## config.mk

```make
export PLATFORM = sky130hd
export DESIGN_NAME = bram_reader_flat
export DESIGN_NICKNAME = d
export VERILOG_FILES = /design/src/rtl/bram_reader_if.sv /design/src/rtl/bram_reader.sv /design/src/flat_wrapper.sv
export SDC_FILE = /design/constraint.sdc
export NUM_CORES = 1
export LEC_CHECK = 0
export ABC_AREA = 1
export ABC_CLOCK_PERIOD_IN_PS = 3000
export CORE_UTILIZATION = 50
export CTS_CLUSTER_DIAMETER = 120
export DETAILED_ROUTE_END_ITERATION = 8
export DONT_BUFFER_PORTS = 1
export MAX_ROUTING_LAYER = met4
export PLACE_DENSITY = 0.76
export SLEW_MARGIN = 20
export SYNTH_ARGS = -nofsm -noshare
export SYNTH_HDL_FRONTEND = slang
export SYNTH_SLANG_ARGS = --single-unit
```

## constraint.sdc

```tcl
create_clock -name clk -period 3 [get_ports clk]
set_clock_uncertainty 0.1 [all_clocks]
set_input_delay 0.3 -clock clk [delete_from_list [all_inputs] [get_ports clk]]
set_output_delay 0.3 -clock clk [all_outputs]
set_load 0.05 [all_outputs]
```

## src/rtl/bram_reader_if.sv

```systemverilog
// bram_reader_if: BRAM read port plus AXI-Stream master bundle.
interface bram_reader_if #(
    parameter int DATA_W = 32,
    parameter int DEPTH  = 2048
);
    localparam int AW = $clog2(DEPTH);
    logic [AW-1:0]     bram_addr;
    logic              bram_en_a;
    logic              bram_en_b;
    logic [DATA_W-1:0] bram_dout_a;
    logic [DATA_W-1:0] bram_dout_b;
    logic [DATA_W-1:0] m_axis_tdata;
    logic              m_axis_tvalid;
    logic              m_axis_tready;
    logic              m_axis_tlast;
    modport master (
        output bram_addr, bram_en_a, bram_en_b, m_axis_tdata, m_axis_tvalid, m_axis_tlast,
        input  bram_dout_a, bram_dout_b, m_axis_tready
    );
    modport slave (
        input  bram_addr, bram_en_a, bram_en_b, m_axis_tdata, m_axis_tvalid, m_axis_tlast,
        output bram_dout_a, bram_dout_b, m_axis_tready
    );
endinterface

```

## src/rtl/bram_reader.sv

```systemverilog
// bram_reader: streams a captured frame out of BRAM A then B over AXI-Stream,
// with a 2-entry skid FIFO so reads never outrun downstream backpressure.
module bram_reader #(
    parameter int DATA_W = 32,
    parameter int DEPTH  = 2048
) (
    input  logic          clk,
    input  logic          rst,
    input  logic          sinc,
    input  logic [1:0]    rdy,
    input  logic [31:0]   size_data,
    output logic [1:0]    rdy_w,
    output logic          frame_done,
    bram_reader_if.master bus
);
    localparam int AW = $clog2(DEPTH);
    localparam logic [12:0] NMAX = 13'(2 * DEPTH);
    typedef enum logic [1:0] {IDLE, READ, DRAIN, WAIT_CLR} state_t;
    state_t            state_q, state_d;
    logic [12:0]       n_q, n_d, rd_cnt_q, rd_cnt_d, out_cnt_q, out_cnt_d, n_new;
    logic [AW-1:0]     addr_q, addr_d;
    logic [1:0]        rdy_w_q, rdy_w_d, cnt_q, cnt_d;
    logic              sinc_lo_q, sinc_lo_d, rd_vld_q, rd_vld_d, rd_b_q, rd_b_d;
    logic              wp_q, wp_d, rp_q, rp_d;
    logic [DATA_W-1:0] mem_q [2];
    logic [DATA_W-1:0] mem_d [2];
    logic              start, issue, in_b, tvalid, pop, last;
    assign n_new  = size_data == 32'd0 ? 13'd1 : size_data > 32'(2 * DEPTH) ? NMAX : size_data[12:0];
    assign start  = rdy == 2'b11 || (rdy == 2'b01 && !sinc && sinc_lo_q);
    assign tvalid = cnt_q != 2'd0;
    assign pop    = tvalid && bus.m_axis_tready;
    assign last   = out_cnt_q == n_q - 13'd1;
    // A slot freed by this cycle's pop counts as space, keeping 1 word/clk.
    assign issue  = state_q == READ && 3'(cnt_q) + 3'(rd_vld_q) < 3'(pop) + 3'd2;
    assign in_b   = rd_cnt_q >= 13'(DEPTH);
    assign bus.bram_addr     = addr_q;
    assign bus.bram_en_a     = issue && !in_b;
    assign bus.bram_en_b     = issue && in_b;
    assign bus.m_axis_tdata  = mem_q[rp_q];
    assign bus.m_axis_tvalid = tvalid;
    assign bus.m_axis_tlast  = tvalid && last;
    assign frame_done        = pop && last;
    assign rdy_w             = rdy_w_q;
    always_comb begin
        state_d   = state_q;
        n_d       = n_q;
        rdy_w_d   = rdy_w_q;
        sinc_lo_d = state_q == IDLE && !sinc;
        rd_vld_d  = issue;
        rd_b_d    = in_b;
        rd_cnt_d  = issue ? rd_cnt_q + 13'd1 : rd_cnt_q;
        addr_d    = issue ? (rd_cnt_q == 13'(DEPTH - 1) ? '0 : addr_q + 1'b1) : addr_q;
        out_cnt_d = out_cnt_q + 13'(pop);
        wp_d      = wp_q ^ rd_vld_q;
        rp_d      = rp_q ^ pop;
        cnt_d     = cnt_q + 2'(rd_vld_q) - 2'(pop);
        mem_d     = mem_q;
        if (rd_vld_q) mem_d[wp_q] = rd_b_q ? bus.bram_dout_b : bus.bram_dout_a;
        case (state_q)
            IDLE: if (start) begin
                state_d   = READ;
                n_d       = n_new;
                rd_cnt_d  = '0;
                out_cnt_d = '0;
                addr_d    = '0;
                rdy_w_d   = n_new > 13'(DEPTH) ? 2'b11 : 2'b01;
            end
            READ:     if (issue && rd_cnt_q == n_q - 13'd1) state_d = DRAIN;
            DRAIN: if (frame_done) begin
                state_d = WAIT_CLR;
                rdy_w_d = 2'b00;
            end
            WAIT_CLR: if (rdy == 2'b00) state_d = IDLE;
        endcase
    end
    always_ff @(posedge clk) begin
        if (rst) begin
            state_q   <= IDLE;
            n_q       <= '0;
            rdy_w_q   <= '0;
            sinc_lo_q <= 1'b0;
            rd_vld_q  <= 1'b0;
            rd_b_q    <= 1'b0;
            rd_cnt_q  <= '0;
            addr_q    <= '0;
            out_cnt_q <= '0;
            wp_q      <= 1'b0;
            rp_q      <= 1'b0;
            cnt_q     <= '0;
            mem_q     <= '{default: '0};
        end else begin
            state_q   <= state_d;
            n_q       <= n_d;
            rdy_w_q   <= rdy_w_d;
            sinc_lo_q <= sinc_lo_d;
            rd_vld_q  <= rd_vld_d;
            rd_b_q    <= rd_b_d;
            rd_cnt_q  <= rd_cnt_d;
            addr_q    <= addr_d;
            out_cnt_q <= out_cnt_d;
            wp_q      <= wp_d;
            rp_q      <= rp_d;
            cnt_q     <= cnt_d;
            mem_q     <= mem_d;
        end
    end
endmodule
```

## src/flat_wrapper.sv

```systemverilog
// flat-port wrapper written by rule: the top's interface ports become plain ports
module bram_reader_flat 
#(
    parameter int DATA_W = 32,
    parameter int DEPTH  = 2048
)
  (clk, rst, sinc, rdy, size_data, rdy_w, frame_done, bus_bram_addr, bus_bram_en_a, bus_bram_en_b, bus_m_axis_tdata, bus_m_axis_tvalid, bus_m_axis_tlast, bus_bram_dout_a, bus_bram_dout_b, bus_m_axis_tready);
  bram_reader_if #(.DATA_W(DATA_W), .DEPTH(DEPTH)) bus_i ();
  input  logic clk;
  input  logic rst;
  input  logic sinc;
  input  logic [1:0] rdy;
  input  logic [31:0] size_data;
  output logic [1:0] rdy_w;
  output logic frame_done;
  output wire logic [$bits(bus_i.bram_addr)-1:0] bus_bram_addr;
  output wire logic [$bits(bus_i.bram_en_a)-1:0] bus_bram_en_a;
  output wire logic [$bits(bus_i.bram_en_b)-1:0] bus_bram_en_b;
  output wire logic [$bits(bus_i.m_axis_tdata)-1:0] bus_m_axis_tdata;
  output wire logic [$bits(bus_i.m_axis_tvalid)-1:0] bus_m_axis_tvalid;
  output wire logic [$bits(bus_i.m_axis_tlast)-1:0] bus_m_axis_tlast;
  input wire logic [$bits(bus_i.bram_dout_a)-1:0] bus_bram_dout_a;
  input wire logic [$bits(bus_i.bram_dout_b)-1:0] bus_bram_dout_b;
  input wire logic [$bits(bus_i.m_axis_tready)-1:0] bus_m_axis_tready;
  assign bus_bram_addr = bus_i.bram_addr;
  assign bus_bram_en_a = bus_i.bram_en_a;
  assign bus_bram_en_b = bus_i.bram_en_b;
  assign bus_m_axis_tdata = bus_i.m_axis_tdata;
  assign bus_m_axis_tvalid = bus_i.m_axis_tvalid;
  assign bus_m_axis_tlast = bus_i.m_axis_tlast;
  assign bus_i.bram_dout_a = bus_bram_dout_a;
  assign bus_i.bram_dout_b = bus_bram_dout_b;
  assign bus_i.m_axis_tready = bus_m_axis_tready;
  bram_reader #(.DATA_W(DATA_W), .DEPTH(DEPTH)) u_core (.clk(clk), .rst(rst), .sinc(sinc), .rdy(rdy), .size_data(size_data), .rdy_w(rdy_w), .frame_done(frame_done), .bus(bus_i));
endmodule
```

======== Word level (Yosys, flattened, before mapping) ========
Index checks and enable logic that the tools add are counted.
operators by class
  add/sub/neg operators ................... 8
  magnitude comparators ................... 7
  eq/ne operators ......................... 12
  muxes and demuxes ....................... 27
  bitwise logic cells ..................... 4
  reduce and logical (&&, ||, !) cells .... 22
operators by type and width
  cell                     count
  $mux W32                 5
  $mux W13                 7
  $bwmux W64               1
  $mux W11                 4
  $demux W32 S1            1
  $gt A32 B13 Y1 const B   1
  $logic_not A32 Y1        1
  $eq A13 B13 Y1           2
  $mux W2                  7
  $add A13 B1 Y13          1
  $add A13 B1 Y13 const B  1
  $eq A13 B11 Y1 const B   1
  $ge A13 B12 Y1 const B   1
  $gt A13 B12 Y1 const B   1
  $sub A13 B1 Y13 const B  1
  $add A11 B1 Y11 const B  1
  $logic_and A1 B1 Y1      11
  $pmux W2 S4              1
  $eq A2 B2 Y1 const B     3
  $eq A2 B1 Y1 const B     2
  $ge A2 B2 Y1 const B     2
  $logic_not A2 Y1         2
  $ne A2 B1 Y1 const B     2
  $ne A2 B2 Y1 const B     2
  15 further kinds         19
storage, ports and cells
  register bits ........................... 125

======== Logic depth before layout (Yosys ltp) ========
  word-level depth ........................ 8
  gate-level depth with buffers ........... 19
  gate-level depth less buffers ........... 19

======== Least setup slack after synthesis ========
OpenSTA, ideal clock, no wires.
  path type ............................... register to output
  start point ............................. register u_core.n_q[0]
  end point ............................... output bus_m_axis_tlast
  arrival time ............................ 2.365 ns
  required time ........................... 2.600 ns
  slack ................................... 0.235 ns
  cell stages (with the launch flop) ...... 13
  buffers on the path ..................... 0
  cells stage by stage .................... dfxtp_1 > inv_2 > ha_1 > nand2_4 > nor2_4 > nand2_1 > nand2_1 > nand3_1 > nand2_1 > nand4_1 > nor4_1 > nand3_1 > a21oi_1
between the ends
  cells in the longest elaborated chain, start to end .. 3
ends and longest elaborated chain
  what                    RTL line            RTL
  start, declared         bram_reader.sv:20   logic [12:0] n_q, n_d, rd_cnt_q, rd_cnt_d, out_cnt_q, out_cnt_d, n_new;
  start signal, assigned  bram_reader.sv:93   n_q <= n_d;
  $sub A13 B1 Y13         bram_reader.sv:32   assign last = out_cnt_q == n_q - 13'd1;
  $eq A13 B13 Y1          bram_reader.sv:32
  $logic_and A1 B1 Y1     bram_reader.sv:41   assign bus.m_axis_tlast = tvalid && last;
  end, declared           flat_wrapper.sv:21  output wire logic [$bits(bus_i.m_axis_tlast)-1:0] bus_m_axis_tlast;
No other way between the ends.

======== Worst setup path in the final report ========
  start point ............................. register u_core.n_q[1]
  end point ............................... output frame_done
between the ends
  cells in the longest elaborated chain, start to end .. 3
ends and longest elaborated chain
  what                 RTL line            RTL
  $sub A13 B1 Y13      bram_reader.sv:32
  $eq A13 B13 Y1       bram_reader.sv:32
  $logic_and A1 B1 Y1  bram_reader.sv:42   assign frame_done = pop && last;
  end, declared        flat_wrapper.sv:15  output logic frame_done;
No other way between the ends.

==> metrics <==
period utilisation layout=95.8%; Hold Path Cell Cnt=3; filler cell count=1217; CP Data Required Time=approximately 2.6 ns; via count=6328; reg2reg start=u_core.rd_vld_q$_SDFF_PP0_; initial antenna violation count=0; sequential cell area fraction in the yosys report=about 37%; diodes inserted=0; worst hold slack=~0.039 ns; PwrDens=~710 nW/um^2; critical path class=flip-flop to output port; outcome=complete, no violations; hpwl dp=~11 mm; FF-to-FF setup slack=between 0.5 and 0.6 ns; CTS Buf Count=17; H-tree levels=4; min-delay src=bus_bram_dout_a[1]; Area Growth Syn to Fin=16.2%; Core ar.=between 10000 and 15000 um^2; hold crit path type=input pin to flip-flop; share of layout cells above drive strength 1=between 10% and 20%; Max Slew Vio Count=0; total grt overflow=0; CTS Sinks=125; Post-Syn Area=6850 um^2; worst-case reg-to-reg path depth=9; Slew headroom=34.7%; pin count of the biggest net entering global routing=between 70 and 80; Post-Route Utilization=59.9%; most frequent cells in the layout=170 x inv_1, 157 x nor2_1, 153 x nand2_1, 122 x dfxtp_1, 77 x o21ai_0; fmax=348 MHz; maxcap violations=0; area leader, netlist=dfxtp_1; clock root buffer=clkbuf_16; Synthesized Nets=1129; post-synth top area share=a little over a third; hold path endpoint=u_core.mem_q[1]$_SDFFE_PP0P_; Die H=between 100 and 150 um; DIE AREA=around 14000 um^2; sequential cell area=about 2500 um^2; nets@finish=1153; final hold violations=0; Cell Rows=42; clock latency at the later pin of the worst-skew pair=about 0.42 ns; CP startpoint kind=flip-flop; WL final=16.3 mm; Pleak=around 3.7 nW; Worst-path clk slew=0.06 ns; first-pass GRT wire length=26.7 mm; Most used DFF post-synth=dfxtp_1; Port Buffers=0; final setup vio count=0; # DRC=0; #FFs+latches synth=between 100 and 150; Synth cell types=38; fin crit period=2.87 ns; reg2reg end=u_core.rd_cnt_q[11]$_SDFF_PP0_; synthesized area per cell=6.77 um^2; Least-Margin Pin Slew=approximately 0.97 ns; DR WL/cell=~13 um; EDFF count, synth=0; DR pass1 iterations=5; # IOs=between 150 and 200; GRT Total Usage=24.0%; clk buf depth=2; GPL Wtd Cong=between 0.9 and 1; Ys Warns=0; vias in the first global route=between 5000 and 6000; Routed Antenna Nets=0; CP max FO=6; FFs w/ async S/R, synth=0%; Die X=approximately 120 um; most common cell after layout, fill and taps aside=inv_1; Critical path origin=u_core.n_q[1]$_SDFFE_PP0P_; multi-input logic area=roughly 3600 um^2; Synth area leaders=dfxtp_1 37%, inv_1 9.4%, nor2_1 8.7%, nand2_1 8.5%, o21ai_0 8.0%; CTS tree=built; Mapped Cells=1012; initial DRC count=between 500 and 600; Critical Path AT=between 2 and 2.5 ns; worst vdd ir=~460 uV; Initial Utilization=51.5%; drt via density=5.17; CP endpoint kind=output port
-- timing repair --
| item | in CTS | in global routing |
|---|---|---|
| setup endpoints to repair | 2 | 2 |
| pin swaps | 0 | 5 |
| setup buffers | 0 | 1 |
| resized for setup | 1 | 14 |
| hold buffers | 12 | 0 |
| hold endpoints to repair | 81 | 0 |
-- synth_stat cells, types with 4 or more instances --
cell,instances
xnor2_1,4
mux2_2,32
clkbuf_1,32
dfxtp_1,125
nand3_1,52
xor2_1,15
a21oi_1,51
o22ai_1,13
inv_1,171
nand2_2,11
nor2_4,4
nor2_1,158
nor3_1,10
nand2_1,155
buf_1,5
ha_1,15
nand4_1,8
nor4_1,6
o21ai_0,109
-- per-stage QoR --
step | area, um^2 | power, mW | setup TNS (ns) | setup slack, ns | std cells
after global placement | 7170 | 3.54 | 0 | 0.462 | 1180
after global routing | 7960 | 5.93 | -0.0236 | -0.0168 | 1225
after detailed placement | 7170 | 3.58 | 0 | 0.411 | 1180
after CTS | 7910 | 5.67 | 0 | 0.00626 | 1224
after floorplan | 6850 | 3.21 | 0 | 0.235 | 1012
final | 7960 | 5.64 | 0 | 0.125 | 1225
-- logic make-up (layout without fill, tap and decap cells) --
kind of cell / count (synthesis) / after routing / share of synthesized area [%]
fa+ha+maj: 15 / 15 / 2.74
buf+inv: 213 / 250 / 11.7
xor+xnor: 20 / 20 / 2.67
mux: 32 / 32 / 5.26
compound gates: 185 / 185 / 14.2
simple gates: 422 / 422 / 27.0
flops: 125 / 125 / 36.5
-- flip-flops by register name (all words and copies together), names as in the netlist --
register              flops
u_core.bus.bram_addr     11
u_core.cnt_q              2
u_core.mem_q             64
u_core.n_q               13
u_core.out_cnt_q         13
u_core.rd_b_q             1
u_core.rd_cnt_q          13
u_core.rd_vld_q           1
u_core.rdy_w              2
u_core.rp_q               1
u_core.sinc_lo_q          1
u_core.state_q            2
u_core.wp_q               1
-- where the power goes --
part | leakage (nW) | internal (mW) | switching [mW]
registers | 1.01 | 1.85 | 0.146
clock network | 0.283 | 1.27 | 0.789
logic | 2.38 | 0.444 | 1.14
total | 3.68 | 3.57 | 2.07
-- per-layer routing --
metal / up-vias / wire length, um / GRT usage, %
met5: - / 0 / -
met4: 0 / 307 / 9.26
met3: 25 / 907 / 5.89
met2: 181 / 7820 / 38.3
met1: 2861 / 7300 / 29.3
li1: 3261 / - / -
-- area by class of cell --
type                    instances  area share [%]
clock buffers                  20            5.73
flip-flops and latches        125            31.5
multi-input cells             674            45.1
repair buffers                 43            4.90
clock inverters                12            1.71
well taps                     176            2.77
inverters                     175            8.28
-- worst max-delay path, stage by stage (launching register included) --
cell and delay, ns:
dfxtp_2 0.34, inv_2 0.08, ha_4 0.18, nand2_4 0.09
nor2_4 0.12, nand2_1 0.09, nand2_2 0.10, nand3_1 0.07
nand2_1 0.09, nand4_1 0.09, nor4_2 0.26, nand3_1 0.19
nor2_1 0.17, buf_6 0.17
-- worst max path at each step --
stage	to	slack, ns	cells after the start
detailed placement	bus_m_axis_tlast	0.41	13
CTS	bus_m_axis_tlast	0.006	10
global placement	bus_m_axis_tlast	0.46	13
finish	frame_done	0.13	13
global route	frame_done	-0.02	12
floorplan	bus_m_axis_tlast	0.24	12
Note: power is estimated with default switching activity, not from simulation.
